[src/rtl/dmem_pkg.sv]
// Shared types and constants for the data-memory access controller.
// Holds size encodings, FSM states, the latched request and default base.
package dmem_pkg;

   localparam logic [31:0] DMEM_BASE_DEFAULT = 32'h1001_0000;

   localparam logic [1:0] SZ_WORD = 2'b00;
   localparam logic [1:0] SZ_HALF = 2'b01;
   localparam logic [1:0] SZ_BYTE = 2'b10;
   localparam logic [1:0] SZ_ILL  = 2'b11;

   typedef enum logic [2:0] {
      ST_IDLE,
      ST_RD,
      ST_WAIT,
      ST_WR,
      ST_DONE
   } state_t;

   typedef struct packed {
      logic        we;
      logic [1:0]  size;
      logic [1:0]  lane;
      logic [31:0] wdata;
   } req_t;

endpackage

[src/rtl/store_lane_merge.sv]
// Combinational merge of a right-justified byte/half into a RAM word.
// Ports: old_word, wdata, size, lane in; merged out (word size passes wdata).
module store_lane_merge
   import dmem_pkg::*;
(
   input  logic [31:0] old_word,
   input  logic [31:0] wdata,
   input  logic [1:0]  size,
   input  logic [1:0]  lane,
   output logic [31:0] merged
);

   always_comb begin
      merged = old_word;
      case (size)
         SZ_HALF: begin
            if (lane[1]) merged[31:16] = wdata[15:0];
            else         merged[15:0]  = wdata[15:0];
         end
         SZ_BYTE: begin
            case (lane)
               2'd0:    merged[7:0]   = wdata[7:0];
               2'd1:    merged[15:8]  = wdata[7:0];
               2'd2:    merged[23:16] = wdata[7:0];
               default: merged[31:24] = wdata[7:0];
            endcase
         end
         default: merged = wdata;
      endcase
   end

endmodule

[src/rtl/dmem_access_ctrl.sv]
// Sequences loads, word stores and read-modify-write sb/sh on a word RAM.
// Ports: req_* handshake in, mem_* registered RAM strobes out, rsp_* pulse out.
module dmem_access_ctrl
   import dmem_pkg::*;
#(
   parameter logic [31:0] DMEM_BASE = DMEM_BASE_DEFAULT,
   parameter int          MEM_AW    = 11
) (
   input  logic              clk,
   input  logic              rst_n,
   input  logic              req_valid,
   output logic              req_ready,
   input  logic              req_we,
   input  logic [1:0]        req_size,
   input  logic [31:0]       req_addr,
   input  logic [31:0]       req_wdata,
   output logic              mem_en,
   output logic              mem_we,
   output logic [MEM_AW-1:0] mem_addr,
   output logic [31:0]       mem_wdata,
   input  logic [31:0]       mem_rdata,
   output logic              rsp_valid,
   output logic              rsp_err,
   output logic [31:0]       rsp_rdata
);

   localparam logic [32:0] SPAN = 33'd4 << MEM_AW;

   state_t      state;
   req_t        lat;
   logic [31:0] off;
   logic        err;
   logic [31:0] merged;

   assign off = req_addr - DMEM_BASE;

   // Range uses the raw address so a wrapped offset below base is caught.
   always_comb begin
      err = 1'b0;
      if (req_addr < DMEM_BASE)            err = 1'b1;
      if ({1'b0, off} >= SPAN)             err = 1'b1;
      if (req_size == SZ_ILL)              err = 1'b1;
      if (req_size == SZ_WORD && off[1:0] != 2'd0) err = 1'b1;
      if (req_size == SZ_HALF && off[0])   err = 1'b1;
   end

   store_lane_merge u_merge (
      .old_word (mem_rdata),
      .wdata    (lat.wdata),
      .size     (lat.size),
      .lane     (lat.lane),
      .merged   (merged)
   );

   // mem_* are set on the edge entering RD/WR so they are pure registers.
   always_ff @(posedge clk or negedge rst_n) begin
      if (!rst_n) begin
         state     <= ST_IDLE;
         lat       <= '0;
         req_ready <= 1'b1;
         mem_en    <= 1'b0;
         mem_we    <= 1'b0;
         mem_addr  <= '0;
         mem_wdata <= '0;
         rsp_valid <= 1'b0;
         rsp_err   <= 1'b0;
         rsp_rdata <= '0;
      end else begin
         case (state)
            ST_IDLE: begin
               if (req_valid) begin
                  lat <= '{we: req_we, size: req_size,
                           lane: off[1:0], wdata: req_wdata};
                  req_ready <= 1'b0;
                  if (err) begin
                     state     <= ST_DONE;
                     rsp_valid <= 1'b1;
                     rsp_err   <= 1'b1;
                  end else if (req_we && req_size == SZ_WORD) begin
                     state     <= ST_WR;
                     mem_en    <= 1'b1;
                     mem_we    <= 1'b1;
                     mem_addr  <= off[MEM_AW+1:2];
                     mem_wdata <= req_wdata;
                  end else begin
                     state    <= ST_RD;
                     mem_en   <= 1'b1;
                     mem_we   <= 1'b0;
                     mem_addr <= off[MEM_AW+1:2];
                  end
               end
            end
            ST_RD: begin
               state  <= ST_WAIT;
               mem_en <= 1'b0;
            end
            ST_WAIT: begin
               if (lat.we) begin
                  state     <= ST_WR;
                  mem_en    <= 1'b1;
                  mem_we    <= 1'b1;
                  mem_wdata <= merged;
               end else begin
                  state     <= ST_DONE;
                  rsp_valid <= 1'b1;
                  rsp_rdata <= mem_rdata;
               end
            end
            ST_WR: begin
               state     <= ST_DONE;
               mem_en    <= 1'b0;
               mem_we    <= 1'b0;
               rsp_valid <= 1'b1;
            end
            ST_DONE: begin
               state     <= ST_IDLE;
               rsp_valid <= 1'b0;
               rsp_err   <= 1'b0;
               req_ready <= 1'b1;
            end
            default: begin
               state     <= ST_IDLE;
               mem_en    <= 1'b0;
               mem_we    <= 1'b0;
               rsp_valid <= 1'b0;
               rsp_err   <= 1'b0;
               req_ready <= 1'b1;
            end
         endcase
      end
   end

endmodule
[config.mk]
export PLATFORM = sky130hd
export DESIGN_NAME = dmem_access_ctrl
export DESIGN_NICKNAME = d
export VERILOG_FILES = /design/src/rtl/dmem_pkg.sv /design/src/rtl/store_lane_merge.sv /design/src/rtl/dmem_access_ctrl.sv
export SDC_FILE = /design/constraint.sdc
export NUM_CORES = 1
export LEC_CHECK = 0
export BUFFER_PORTS_ARGS = -buffer_cell sky130_fd_sc_hd__clkbuf_2
export CAP_MARGIN = 10
export CELL_PAD_IN_SITES_DETAIL_PLACEMENT = 1
export CELL_PAD_IN_SITES_GLOBAL_PLACEMENT = 1
export CORE_MARGIN = 2
export CORE_UTILIZATION = 44
export CTS_CLUSTER_DIAMETER = 120
export DETAILED_ROUTE_END_ITERATION = 7
export GPL_TIMING_DRIVEN = 0
export PLACE_DENSITY = 0.95
export SLEW_MARGIN = 20
export SYNTH_ARGS = -nofsm -noshare
export SYNTH_HDL_FRONTEND = slang
export SYNTH_SLANG_ARGS = --single-unit
[constraint.sdc]
create_clock -name clk -period 5.9 [get_ports clk]
set_input_delay 0.59 -clock clk [delete_from_list [all_inputs] [get_ports clk]]
set_output_delay 0.59 -clock clk [all_outputs]
set_load 0.01 [all_outputs]
* After elaboration in Yosys (flattened, before gate mapping)
Index checks and enable logic that the tools add are counted.
** Word-level totals
- Register bits after elaboration :: 120
- Input port bits :: 102
- Output and inout port bits :: 80
** Operators by class
- $add $sub $neg :: 1
- Magnitude comparators :: 2
- Equality and inequality tests :: 16
- Muxes and demuxes :: 37
- Bitwise operators :: 6
- Reduce and logical (&&, ||, !) cells :: 20
** Operator list (number)
- $mux 32 :: 4
- $pmux 32 s2 :: 2
- $ge 32x14->1 const B :: 1
- $lt 32x29->1 const B :: 1
- $mux 16 :: 2
- $mux 8 :: 4
- $sub 32x29->32 const B :: 1
- $mux 1 :: 15
- $ne 2x2->1 const B :: 6
- $pmux 3 s4 :: 1
- $reduce_and 4->1 :: 3
- $mux 3 :: 3
- $eq 2x1->1 const B :: 3
- $eq 2x2->1 const B :: 3
- $eq 3x2->1 const B :: 2
- $not 1->1 :: 6
- $pmux 1 s3 :: 2
- $reduce_and 2->1 :: 3
- $reduce_and 3->1 :: 2
- $reduce_or 3->1 :: 2
- $reduce_and 5->1 :: 1
- $logic_not 2->1 :: 2
- $pmux 1 s2 :: 2
- $pmux 1 s4 :: 1
- 7 further kinds :: 10

* Logic depth before layout (Yosys ltp)
- Depth in word-level cells :: 9
- Mapped depth :: 9
- Gate-level depth less buffers :: 8

* Hierarchy
A second synthesis with hierarchy kept.
** Unflattened totals
- Cell total of the unflattened synthesis :: 474
- Area, all modules :: 6247.2 µm²
** Modules (own cells, without submodules)
- dmem_access_ctrl :: times used 1, cells each 341, area an instance 5235.0 µm², sequential area each 3004.1 µm²
- store_lane_merge :: times used 1, cells each 133, area an instance 1012.2 µm², sequential area each 0.0 µm²

* Worst setup path after synthesis
OpenSTA, ideal clock, no wires.
- Path type :: in2reg
- Start :: input req_addr[15]
- End :: register mem_addr[0]
- Setup time :: 0.125 ns
- Arrival time :: 2.390 ns
- Data required time :: 5.775 ns
- Slack :: 3.385 ns
- Cell stages on the path :: 5
- Path buffers :: 1
- Path through :: or4b_1 -> nor4_4 -> and3_1 -> buf_6 -> mux2_2
** Between the ends
- Cells in the longest elaborated chain, start to end :: 8
- Elaborated cells between the ends (all ways) :: 10
- Those cells by class :: 1 x add/sub; 2 x order compare; 5 x mux; 1 x bitwise; 1 x reduce/logical
** RTL lines
- from (decl) :: RTL line dmem_access_ctrl.sv:15 : input logic [31:0] req_addr,
- $sub 32x29->32 or $lt 32x29->1 (tied branches) :: RTL line dmem_access_ctrl.sv:35, dmem_access_ctrl.sv:40
- $ge 32x14->1 or $mux 1 (tied branches) :: RTL line dmem_access_ctrl.sv:41, dmem_access_ctrl.sv:40
- $mux 1 * :: RTL line dmem_access_ctrl.sv:41 : if ({1'b0, off} >= SPAN) err = 1'b1;
- $mux 1 * :: RTL line dmem_access_ctrl.sv:42 : if (req_size == SZ_ILL) err = 1'b1;
- $mux 1 * :: RTL line dmem_access_ctrl.sv:43 : if (req_size == SZ_WORD && off[1:0] != 2'd0) err = 1'b1;
- $mux 1 * :: RTL line dmem_access_ctrl.sv:44 : if (req_size == SZ_HALF && off[0]) err = 1'b1;
- $not 1->1 (no line) *
- $reduce_and 3->1 (no line) *
- to (signal assigned) :: RTL line dmem_access_ctrl.sv:83 : mem_addr <= off[MEM_AW+1:2];
- to (signal assigned) :: RTL line dmem_access_ctrl.sv:89 : mem_addr <= off[MEM_AW+1:2];
- to (decl) :: RTL line dmem_access_ctrl.sv:19 : output logic [MEM_AW-1:0] mem_addr,
Every way passes the cells marked *; elsewhere a longest branch is shown, timed or not.
A chain may end at the register's enable or synchronous reset.

* Worst setup path after layout
- Start :: register lat[34] (netlist bit)
- End :: register mem_wdata[20]
** Between the ends
- Cells in the longest elaborated chain, start to end :: 4
- Elaborated cells between the ends (all ways) :: 5
- Those cells by class :: 2 x eq/ne; 3 x mux
** RTL lines
- from (decl) :: RTL line dmem_access_ctrl.sv:30 : req_t lat;
- from (signal assigned) :: RTL line dmem_access_ctrl.sv:72 : lat <= '{we: req_we, size: req_size,
- $eq 2x2->1 or $eq 2x1->1 (tied branches) :: RTL line store_lane_merge.sv:15 : case (size)
- $pmux 32 s2 * :: RTL line store_lane_merge.sv:15
- $mux 32 * :: RTL line dmem_access_ctrl.sv:98 : if (lat.we) begin
- $pmux 32 s2 * :: RTL line dmem_access_ctrl.sv:69 : case (state)
- to (signal assigned) :: RTL line dmem_access_ctrl.sv:84 : mem_wdata <= req_wdata;
- to (signal assigned) :: RTL line dmem_access_ctrl.sv:102 : mem_wdata <= merged;
- to (decl) :: RTL line dmem_access_ctrl.sv:20 : output logic [31:0] mem_wdata,
Every way passes the cells marked *; elsewhere a longest branch is shown, timed or not. The select of a mux whose other input is x is not followed.

==> impl_metrics.py <==
metrics = {
    "die": {
        "core_mm2": 0.01335,
        "die-area_mm2": 0.01476,
        "ios": 182,
        "start_util_pct": 45.51,
        "core.rowCount": 42,
        "die-height_um": 121.5,
        "dieWidth_um": 121.5,
    },
    "yosys": {
        "netlist_area_mm2": 0.006075,
        "synth_common_cells": "dfrtp_1 (119), mux2_2 (108), o21ai_0 (31), nor2_1 (28), clkbuf_1 (25)",
        "async_reset_ff_share_pct": 100.0,
        "synth-seq-cells": 120,
        "synth.most_common_cell": "dfrtp_1",
        "synth_area_leaders": "dfrtp_1 (49%), mux2_2 (20%), mux2_4 (5.4%), o21ai_0 (2.6%), a221oi_1 (2.2%)",
        "synth_top_family_by_area": "multiplexers",
        "ys_types": 47,
        "synth-simple-area-share_pct": 8.136,
        "ys_seq_area_share_pct": 49.45,
        "synth_top_area_share_pct": 49.02,
        "synth-compound-area-share_pct": 11.35,
        "yosysWarnings": 0,
        "synth_area_leader_cell": "dfrtp_1",
        "syn_inst": 491,
        "ys.flop_type": "dfrtp_1",
        "yosys.area_share.adder_pct": 0.4119,
        "synth_edf_count": 0,
        "syn_area_per_cell_um2": 12.37,
        "synth_xor_area_share_pct": 0.1442,
        "synth_nets": 595,
        "yosys-mux-area-fraction_pct": 27.27,
    },
    "timing": {
        "max_freq_mhz": 377.9,
        "timing.clock.skew_ns": 0.007965,
        "period_needed_ns": 2.646,
        "rsz0062_at_grt": "no",
        "setup_viol": 0,
        "tns_ns": 0,
        "finalHoldViolCount": 0,
        "period_share_pct": 44.85,
        "hold_ws_ns": 0.1185,
        "setup_ws_ns": 3.254,
        "worst_pin_slew_ns": 0.7941,
        "drv_slew": 0,
        "relSlewSlack_pct": 47.06,
    },
    "placed_design": {
        "gp_congestion": 0.8514,
        "port_buffers": 181,
        "place_ws_ns": 2.967,
        "dpl.hpwl_um": 14440,
    },
    "job": {
        "cap_violations": 0,
    },
    "worst_setup_path": {
        "path_common_cell": "clkbuf_1",
        "critPathCaptureType": "flop",
        "cp_slowest_stage_delay_ns": 0.49,
        "critPathSlowestCell": "a221oi_1",
        "required_ns": 6.21,
        "worstSetupPathType": "reg2reg",
        "cp-start-kind": "flop",
        "path_max_fanout": 10,
        "cp_cell_sequence": "inv_1, ha_1, clkbuf_1, nand2b_1, clkbuf_1, clkbuf_1, a221oi_1, nor2_1, mux2_4",
        "worst-endpoint-arrival_ns": 2.96,
    },
    "power_and_ir_drop": {
        "power_mw": 2.281,
        "peakVddDrop_uv": 171.5,
        "p_per_area_mw_per_mm2": 290.0,
        "p_leak_nw": 3.996,
    },
    "cts": {
        "cts_root_buf": "clkbuf_16",
        "cts_inserted_buffers": 17,
        "h-tree-depth": 4,
        "cts_setup_buffers": 0,
        "post_cts_resized": 0,
        "cts_hold_buffers": 0,
        "clk_latency_ns": 0.43,
        "clock_path_buffers": 2,
        "cts.reportedPaths.clkPinSlew_ns": 0.06,
        "cts_tree": "done",
        "clkSinkCount": 120,
    },
    "grt": {
        "grt.total_usage_pct": 27.56,
        "grt_max_degree": 67,
        "grt_overflow": 0,
        "grt_antenna_before_repair": 0,
        "grt_pass1_vias": 5592,
        "grt_pass1_wl_um": 30550,
    },
    "finish": {
        "drive_above_1_share_pct": 50.50,
        "antenna_cells": 0,
        "area_growth_pct": 29.45,
        "fillCellCount": 1451,
        "finalNetCount": 796,
    },
    "drt": {
        "drc": 0,
        "detail-route-antenna-nets": 0,
        "wl_per_cell_um": 21.80,
        "vias": 4991,
        "drtIter0Drc": 307,
        "wirelength_um": 19210,
        "drt_first_pass_iters": 6,
        "via_per_inst": 5.665,
    },
    "status": {
        "status": "finished, final reports clean",
    },
    "min_path": {
        "hold_class": "in2async",
    },
}
==> worst paths after layout <==
| kind | slack [ns] | endpoint | cells past startpoint | startpoint |
|---|---|---|---|---|
| worst max-delay path | 3.25 | mem_wdata[20] | 9 | lat[34] |
| worst min-delay path | 0.12 | mem_addr[4] | 1 | rst_n |
| worst max register to register | 3.25 | mem_wdata[20] | 9 | lat[34] |
| worst min register to register | 0.50 | lat[23] | 1 | lat[23] |
| max in group asynchronous | 5.09 | req_ready | 2 | rst_n |
| min in group clk | 0.39 | mem_addr[7] | 2 | req_addr[9] |
==> cell type report <==
cell class | instances | area (um^2) | area share, %
Buffer | 31 | 147.6 | 1.877
Timing Repair Buffer | 182 | 942.2 | 11.98
Inverter | 13 | 48.80 | 0.6205
Clock inverter | 15 | 201.4 | 2.562
Sequential cell | 120 | 3004 | 38.20
Clock buffer | 17 | 425.4 | 5.410
Tap cell | 176 | 220.2 | 2.800
Multi-Input combinational cell | 327 | 2874 | 36.55
==> stage by stage <==
stage / area (um^2) / cells / utilization (%)
6_report: 7864 / 881 / 58.91
2_1_floorplan: 6075 / 491 / -
3_5_place_dp: 7237 / 849 / 54.22
5_1_grt: 7864 / 881 / 58.91
3_3_place_gp: 7201 / 848 / 53.95
4_1_cts: 7864 / 881 / 58.91
==> power breakdown <==
| group | switching (mW) | total, mW | internal, mW | leakage, nW |
|---|---|---|---|---|
| registers | 0.0436 | 0.908 | 0.864 | 1.54 |
| logic | 0.139 | 0.261 | 0.122 | 2.15 |
| clock network | 0.404 | 1.11 | 0.707 | 0.300 |
| total | 0.587 | 2.28 | 1.69 | 4.00 |
==> cell usage in the layout (no fill, tap or decap), drive strengths merged, types with 2 or more instances in the layout <==
master | Yosys | routed
a21oi | 7 | 7
a221oi | 15 | 15
a222oi | 8 | 8
a22oi | 16 | 16
a2bb2oi | 2 | 2
a41oi | 3 | 3
and3 | 2 | 2
buf | 6 | 7
bufinv | 0 | 4
clkbuf | 25 | 223
clkinv | 0 | 6
clkinvlp | 0 | 3
dfrtp | 119 | 119
ha | 2 | 2
inv | 13 | 15
mux2 | 130 | 130
mux2i | 11 | 11
nand2 | 12 | 12
nand2b | 6 | 6
nand3 | 4 | 4
nand3b | 16 | 16
nor2 | 28 | 28
nor2b | 2 | 2
nor3 | 9 | 9
nor3b | 2 | 2
nor4 | 5 | 5
o21ai | 31 | 31
==> flip-flops by register name, summed over array words and instances, names as in the netlist <==
| name | cells |
|---|---|
| lat | 37 |
| mem_wdata | 32 |
| rsp_rdata | 32 |
| mem_addr | 11 |
| state | 3 |
| mem_en | 1 |
| mem_we | 1 |
| req_ready | 1 |
| rsp_err | 1 |
| rsp_valid | 1 |
==> kinds of logic after synthesis <==
| family | Yosys count |
|---|---|
| buffers and inverters | 44 |
| xor gates and xnor gates | 1 |
| AOI/OAI and AO/OA | 93 |
| adders and majority gates | 2 |
| DFF | 120 |
| muxes | 141 |
| and+or+nand+nor | 90 |
==> per-layer routing <==
| layer | wire, um | share of wire (%) | track usage [%] | vias to the layer above |
|---|---|---|---|---|
| li1 | - | - | - | 2248 |
| met3 | 1071 | 5.6 | 6.485 | 38 |
| met5 | 0 | 0 | 0 | - |
| met2 | 9939 | 52 | 48.31 | 177 |
| met1 | 7700 | 40 | 32.66 | 2528 |
| met4 | 494 | 2.6 | 10.99 | 0 |
==> critical path, delay by kind of cell (launching register included) <==
kind | cells | cell delay (ns)
AOI/OAI and AO/OA | 1 | 0.49
adders and majority gates | 1 | 0.28
buffers and inverters | 4 | 0.76
DFF | 1 | 0.35
muxes | 1 | 0.29
and+or+nand+nor | 2 | 0.34
(Power assumes the default switching activity.)
